**config.mk**
```make
export PLATFORM = sky130hd
export DESIGN_NAME = regfile_mp
export DESIGN_NICKNAME = d
export VERILOG_FILES = /design/src/rtl/regfile_mp_pkg.sv /design/src/rtl/regfile_rd_port.sv /design/src/rtl/regfile_mp.sv
export SDC_FILE = /design/constraint.sdc
export NUM_CORES = 1
export LEC_CHECK = 0
export BUFFER_PORTS_ARGS = -buffer_cell sky130_fd_sc_hd__buf_2
export CORE_MARGIN = 2
export CORE_UTILIZATION = 25
export CTS_CLUSTER_SIZE = 24
export DETAILED_ROUTE_END_ITERATION = 16
export MAX_ROUTING_LAYER = met4
export SETUP_SLACK_MARGIN = 0.2
export SLEW_MARGIN = 20
export SYNTH_ARGS = -nofsm -noshare
export SYNTH_HDL_FRONTEND = slang
export SYNTH_SLANG_ARGS = --single-unit
```
**constraint.sdc**
```tcl
create_clock -name clk -period 3.5 [get_ports clk]
set_input_delay 0 -clock clk [delete_from_list [all_inputs] [get_ports clk]]
set_output_delay 0 -clock clk [all_outputs]
set_load 0.005 [all_outputs]
```
**src/rtl/regfile_mp_pkg.sv**
```systemverilog
// rtl/regfile_mp_pkg.sv - shared state encodings, defaults and enable levels for the register bank
package regfile_mp_pkg;

  typedef enum logic {
    REGFILE_CLEAR = 1'b0,
    REGFILE_IDLE  = 1'b1
  } rf_state_e;

  localparam int DEF_DATA_W = 32;
  localparam int DEF_ADDR_W = 4;

  // Write enable is active-low on the datapath side
  localparam logic ENABLE_  = 1'b0;
  localparam logic DISABLE_ = 1'b1;
  localparam logic HIGH     = 1'b1;
  localparam logic LOW      = 1'b0;

endpackage

```
**src/rtl/regfile_rd_port.sv**
```systemverilog
// rtl/regfile_rd_port.sv - one registered read port with write-first bypass and zero-entry mask
module regfile_rd_port
  import regfile_mp_pkg::*;
#(
  parameter int DATA_W   = DEF_DATA_W,
  parameter int ADDR_W   = DEF_ADDR_W,
  parameter bit ZERO_REG = 1'b0
) (
  input  logic              clk_i,
  input  logic              reset_i,
  input  logic              idle_i,
  input  logic              wr_en_i,
  input  logic [ADDR_W-1:0] wr_addr_i,
  input  logic [DATA_W-1:0] wr_data_i,
  input  logic [ADDR_W-1:0] rd_addr_i,
  input  logic [DATA_W-1:0] mem_i [1<<ADDR_W],
  output logic [DATA_W-1:0] rd_data_o
);

  logic [DATA_W-1:0] rd_data_q, rd_data_d;

  // Priority: clear sweep blanks output, then hardwired zero, then bypass, then array
  always_comb begin
    rd_data_d = mem_i[rd_addr_i];
    if (wr_en_i && (rd_addr_i == wr_addr_i)) rd_data_d = wr_data_i;
    if (ZERO_REG && (rd_addr_i == '0)) rd_data_d = '0;
    if (!idle_i) rd_data_d = '0;
  end

  always_ff @(posedge clk_i) begin
    if (reset_i) rd_data_q <= '0;
    else         rd_data_q <= rd_data_d;
  end

  assign rd_data_o = rd_data_q;

endmodule

```
**src/rtl/regfile_mp.sv**
```systemverilog
// rtl/regfile_mp.sv - multi-port architectural register bank with post-reset clear sweep
module regfile_mp
  import regfile_mp_pkg::*;
#(
  parameter int DATA_W   = DEF_DATA_W,
  parameter int ADDR_W   = DEF_ADDR_W,
  parameter int NUM_RD   = 2,
  parameter bit ZERO_REG = 1'b0
) (
  input  logic                     clk,
  input  logic                     reset,
  input  logic [ADDR_W-1:0]        wr_addr,
  input  logic [DATA_W-1:0]        wr_data,
  input  logic                     we_,
  input  logic [NUM_RD*ADDR_W-1:0] rd_addr,
  output logic [NUM_RD*DATA_W-1:0] rd_data,
  output logic                     ready
);

  localparam int DEPTH = 1 << ADDR_W;

  rf_state_e         state_q;
  logic [ADDR_W-1:0] clr_ptr_q;
  logic              ready_q;
  logic [DATA_W-1:0] mem_q [DEPTH];

  logic idle, wr_en, wr_keep;

  assign idle    = (state_q == REGFILE_IDLE);
  assign wr_en   = idle && (we_ == ENABLE_);
  assign wr_keep = wr_en && !(ZERO_REG && (wr_addr == '0));

  always_ff @(posedge clk) begin
    if (reset) begin
      state_q   <= REGFILE_CLEAR;
      clr_ptr_q <= '0;
      ready_q   <= LOW;
    end else if (state_q == REGFILE_CLEAR) begin
      if (clr_ptr_q == '1) begin
        state_q <= REGFILE_IDLE;
        ready_q <= HIGH;
      end else begin
        clr_ptr_q <= clr_ptr_q + 1'b1;
      end
    end
  end

  // Array has no reset; the sweep is what guarantees zeroed contents
  always_ff @(posedge clk) begin
    if (!reset) begin
      if (state_q == REGFILE_CLEAR) mem_q[clr_ptr_q] <= '0;
      else if (wr_keep)             mem_q[wr_addr]   <= wr_data;
    end
  end

  for (genvar k = 0; k < NUM_RD; k++) begin : g_rd
    regfile_rd_port #(
      .DATA_W  (DATA_W),
      .ADDR_W  (ADDR_W),
      .ZERO_REG(ZERO_REG)
    ) u_rd (
      .clk_i    (clk),
      .reset_i  (reset),
      .idle_i   (idle),
      .wr_en_i  (wr_en),
      .wr_addr_i(wr_addr),
      .wr_data_i(wr_data),
      .rd_addr_i(rd_addr[k*ADDR_W +: ADDR_W]),
      .mem_i    (mem_q),
      .rd_data_o(rd_data[k*DATA_W +: DATA_W])
    );
  end

  assign ready = ready_q;

endmodule

```
-- Yosys cells after proc, flatten, opt, wreduce, memory -nomap -nowiden
Cells that the tools add are included.
W data, S select, Z words.
- input port bits: 47
- flip-flop bits (word level): 582
- output and inout bits: 65
- logic and storage cells: 68
- equal/unequal tests: 4
- add/subtract/negate cells: 1
- muxes and demuxes: 17
- bitwise gates (word level): 10
- magnitude comparators: 6
- reduce and logical (&&, ||, !) cells: 9
- operators with widths (cell ; number):
    $mux W512 ; 2
    $and A512 B512 Y512 ; 1
    $bwmux W512 ; 1
    $not A512 Y512 ; 1
    $bmux W32 S4 ; 2
    $demux W32 S4 ; 2
    $mux W32 ; 8
    $ge A5 B5 Y1 const B ; 4
    $not A4 Y5 ; 4
    $lt A5 B1 Y1 const B ; 2
    $eq A4 B4 Y1 ; 2
    $reduce_and A2 Y1 ; 3
    $logic_and A1 B1 Y1 ; 5
    $add A4 B1 Y4 const B ; 1
    $eq A4 B4 Y1 const B ; 1
    $not A1 Y1 ; 4
    $mux W1 ; 2
    $ne A2 B1 Y1 const B ; 1
    $reduce_or A2 Y1 ; 1

-- Depth between registers and ports, before layout
- depth in word-level cells: 8
- depth in mapped cells: 7
- depth with buffers taken out: 5

-- Hierarchy
From an unflattened synthesis, not the netlist that was laid out.
- cells, all modules: 2165
- area total of the unflattened synthesis: 31292.5 µm²
- modules (own cells, without submodules) (module ; cells each ; area each (µm²) ; instances ; seq. area each (µm²)):
    regfile_mp ; 1463 ; 21730.8 ; 1 ; 15494.9
    regfile_rd_port ; 351 ; 4780.8 ; 2 ; 640.6

-- Least setup slack after synthesis
No wires, ideal clock.
- kind: register to register
- start point: register state_q, in the netlist idle
- end point: register mem_q[0] in the netlist's numbering (enable)
- stages on the path, launching flop included: 5
- slack: 525 ps
- period minus slack after synthesis: 2975 ps
- setup time: 432 ps
- buffers on the path: 2
- arrival time: 2543 ps
- data required time: 3068 ps
- cell sequence: dfxtp_1 > clkbuf_1 > a21o_1 > clkbuf_1 > a21oi_1
- longest elaborated chain between the ends: 3
- ends and longest elaborated chain (item ; line ; RTL):
    start: declaration ; regfile_mp.sv:22 ; rf_state_e state_q;
    start signal: assignment ; regfile_mp.sv:35 ; state_q <= REGFILE_CLEAR;
    start signal: assignment ; regfile_mp.sv:40 ; state_q <= REGFILE_IDLE;
    $logic_and A1 B1 Y1 ; regfile_mp.sv:30 ; assign wr_en = idle && (we_ == ENABLE_);
    $ne A2 B1 Y1 (no source line) * ; - ;
    $reduce_and A2 Y1 (no source line) * ; - ;
    end signal: indexed assignment ; regfile_mp.sv:52 ; else if (wr_keep) mem_q[wr_addr] <= wr_data;
    end: declaration ; regfile_mp.sv:25 ; logic [DATA_W-1:0] mem_q [DEPTH];
Mark *: on every way between the ends. The rest lies on a longest branch, timed or not.
A chain may end at the register's enable or synchronous reset.

-- Worst setup path after layout
- start point: register state_q, in the netlist idle
- end point: register mem_q[401] in the netlist's numbering (enable)
Same word-level chain as after synthesis.

==> summary.md <==
| Metric | Value |
|---|---|
| Synthesis-to-finish area growth | `17.77%` |
| GP Congestion | `0.8366` |
| Max-slew headroom | `19.90%` |
| Layout net count | `2626` |
| Yosys top cell area share | `50.14%` |
| Initial antenna violation count | `4` |
| Reg2Reg Setup Slack | `0.89 ns` |
| Number of setup buffers added after CTS | `0` |
| Vias | `23.52k` |
| DIE WIDTH | `354.2 um` |
| Arrival time worst endpoint | `2.88 ns` |
| Initial Util | `25.19%` |
| Kind of critical path | `register to register` |
| PortBufs | `111` |
| CP endpoint | `mem_q[401]` |
| RSZ-0062 raised after global routing | `no` |
| Share of post-route cells with drive strength above 1 | `22.82%` |
| Leak | `13.07 nW` |
| Vias in the first global route | `22.97k` |
| Max FO, Critical Path | `30` |
| Pre-antenna DRT Iters | `6` |
| Hold Vio Cnt, Final | `0` |
| PwrDens | `487.4 mW/mm^2` |
| Die area | `0.1255 mm^2` |
| Synth Instances | `2510` |
| Setup crit start | `idle` |
| Total wire length | `112800 um` |
| Post-layout minimum cycle time | `2.605 ns` |
| Async S/R FF share, synth | `0%` |
| Outcome | `completed` |
| Max VDD drop | `0.2828 mV` |
| Remaining antenna violation count | `0` |
| Critical R2R Launch | `idle` |
| WL per Instance | `26.50 um` |
| RR Endpoint | `mem_q[401]` |
| Syn avg cell area | `12.22 um^2` |
| Most frequent cell after synthesis | `nand2_1` |
| Most used DFF post-synth | `edfxtp_1` |
| Rows | `128` |
| Yosys warning count | `0` |
| Crit. End Element | `register` |
| Reg2reg path depth | `4` |
| Worst-margin pin slew | `1.199 ns` |
| Final Setup Violations | `0` |
| Top cells by count, synth | `nand2_1, edfxtp_1, o21ai_0, mux4_2, clkbuf_1` |
| Gr usage total | `18.04%` |
| Fin Hold WS | `0.07238 ns` |
| Mapped cell area | `0.03067 mm^2` |
| Synth top area cells | `edfxtp_1, mux4_2, o21ai_0` |
| Num CTS Buffers | `68` |
| Count of pins over their slew limit | `0` |
| Syn_nets | `2561` |
| CP required | `3.78 ns` |
| Tcrit/Tclk final | `74.43%` |
| GR Overflow Total | `0` |
| Setup crit start kind | `register` |
| Vias per std cell | `5.523` |
| CTS root buffer | `clkbuf_16` |
| DP Wirelength | `68150 um` |
| Initial DRC Count | `3095` |
| Clock tree sinks | `582` |
| Cell taking the most area after synthesis | `edfxtp_1` |
| DRC violations left | `0` |
| HP Class | `input pin to register` |
| First-pass GRT wire length | `163700 um` |
| Clock Skew | `0.02663 ns` |
| CTS tree | `done` |
| Library cells used by synthesis | `30` |
| Fill cell count | `12.37k` |
| Clock Path Buffers | `3` |
| H-tree lvl count | `3` |
| Clock Latency Late Sink | `0.64 ns` |
| Setup TNS Final | `0 ns` |
| Core box area | `0.1217 mm^2` |
| Largest net degree at the start of global routing | `63` |
| Fmax | `383.9 MHz` |
| Sequential share of the synthesized area | `54.71%` |
| Hold Crit Start | `rd_addr[7]` |
| Post-synth EDFFs | `512` |
| Die height | `354.2 um` |
| MaxCap Viol Count | `0` |
| Worst-path clk slew | `0.06 ns` |
| I/O pin count | `112` |
| Flops & latches, synth | `582` |
## worst max-delay path, cell delays in order, from the launching register on
cell and delay (ns):
dfxtp_4 0.55, a21o_1 0.93, buf_4 0.34, a21oi_4 0.05, buf_4 0.34
## placed cells by master, fill, tap and decap left out, types with 3 or more instances in the layout
master         netlist  layout
nor2b_1              8       4
dfxtp_1             70      69
diode_2              0       4
buf_2               18     107
clkbuf_16            0      72
mux4_2             256     256
nor2_1              18      16
inv_1               14      14
clkinv_2             0       9
xor2_1               9       9
clkinvlp_4           0       3
bufinv_16            0       4
a21oi_4              0      28
buf_12               0      17
clkbuf_1           189      19
nand2b_1             4       4
o21ai_0            512     512
edfxtp_1           512     512
a31oi_4              0       4
nor2b_4              0       4
dlygate4sd3_1        0      33
a22o_1              64      64
a22oi_1            128     128
and2_2               0       4
nand2_1            610     610
buf_4               12      77
ha_1                 4       4
clkinv_1             0      14
nor3_1               5       5
## area by class of cell
| class | instances | area (um^2) | area share [%] |
|---|---|---|---|
| Clock buffer | 91 | 1873 | 5.186 |
| Inverter | 14 | 52.55 | 0.1455 |
| Clock inverter | 33 | 292.8 | 0.8107 |
| Antenna cell | 4 | 10.01 | 0.02772 |
| Multi-Input combinational cell | 1669 | 13180 | 36.50 |
| Sequential cell | 582 | 16780 | 46.46 |
| Tap cell | 1625 | 2033 | 5.630 |
| Timing Repair Buffer | 240 | 1892 | 5.238 |
## registers in the layout, summed over array words and instances, names as in the netlist
| register | count |
|---|---|
| clr_ptr_q | 4 |
| g_rd.u_rd.rd_data_o | 64 |
| idle | 1 |
| ready | 1 |
| mem_q | 512 |
## routing by layer
metal	up-vias	wire [um]	share of wire, %	global-route usage (%)
met5	-	0	0	-
met4	0	4277	3.8	6.864
met3	267	12620	11	3.681
met2	1622	53060	47	28.20
met1	11880	42880	38	23.05
li1	9750	-	-	-
## timing repair
action / CTS / global route
hold endpoints to repair: 70 / 0
hold buffers: 33 / 0
gates resized for setup: 0 / 0
## metrics by stage
step	util [%]	cells	setup WS (ns)	total power, mW	area [um^2]
after floorplan	-	2510	0.5248	9.781	30670
after global placement	27.57	4095	0.9752	10.50	33550
after detailed placement	27.59	4096	0.9633	10.57	33580
after CTS	29.64	4253	0.9373	17.64	36080
after global routing	29.67	4258	0.8227	18.11	36120
final	29.67	4258	0.8950	17.60	36120
## worst min-delay path by stage
stage | cells past startpoint | slack [ns] | to
floorplan | 1 | 0.13 | g_rd[0].u_rd.rd_data_o[30]
global placement | 2 | 0.25 | g_rd[0].u_rd.rd_data_o[29]
detailed placement | 2 | 0.25 | g_rd[0].u_rd.rd_data_o[29]
CTS | 5 | 0.04 | g_rd[1].u_rd.rd_data_o[3]
global route | 5 | 0.08 | g_rd[1].u_rd.rd_data_o[3]
finish | 5 | 0.07 | g_rd[1].u_rd.rd_data_o[3]
## cells by family (layout without fill, tap and decap cells)
kind of cell    after synthesis  in the layout  synth area share, %
xor+xnor                     10             10               0.2856
other cells                   0              4                    0
flops                       582            582                54.71
compound gates              742            742                13.99
fa+ha+maj                     4              4               0.1632
simple gates                657            657                8.270
buf+inv                     259            378                3.782
mux                         256            256                18.80
## power breakdown
group	internal, mW	leakage [nW]	total, mW	switching (mW)
combinational	0.906	6.41	2.12	1.21
sequential	8.08	5.61	8.39	0.304
clock	4.08	1.05	7.10	3.02
total	13.1	13.1	17.6	4.54
Power figures use the tool's default switching activity.
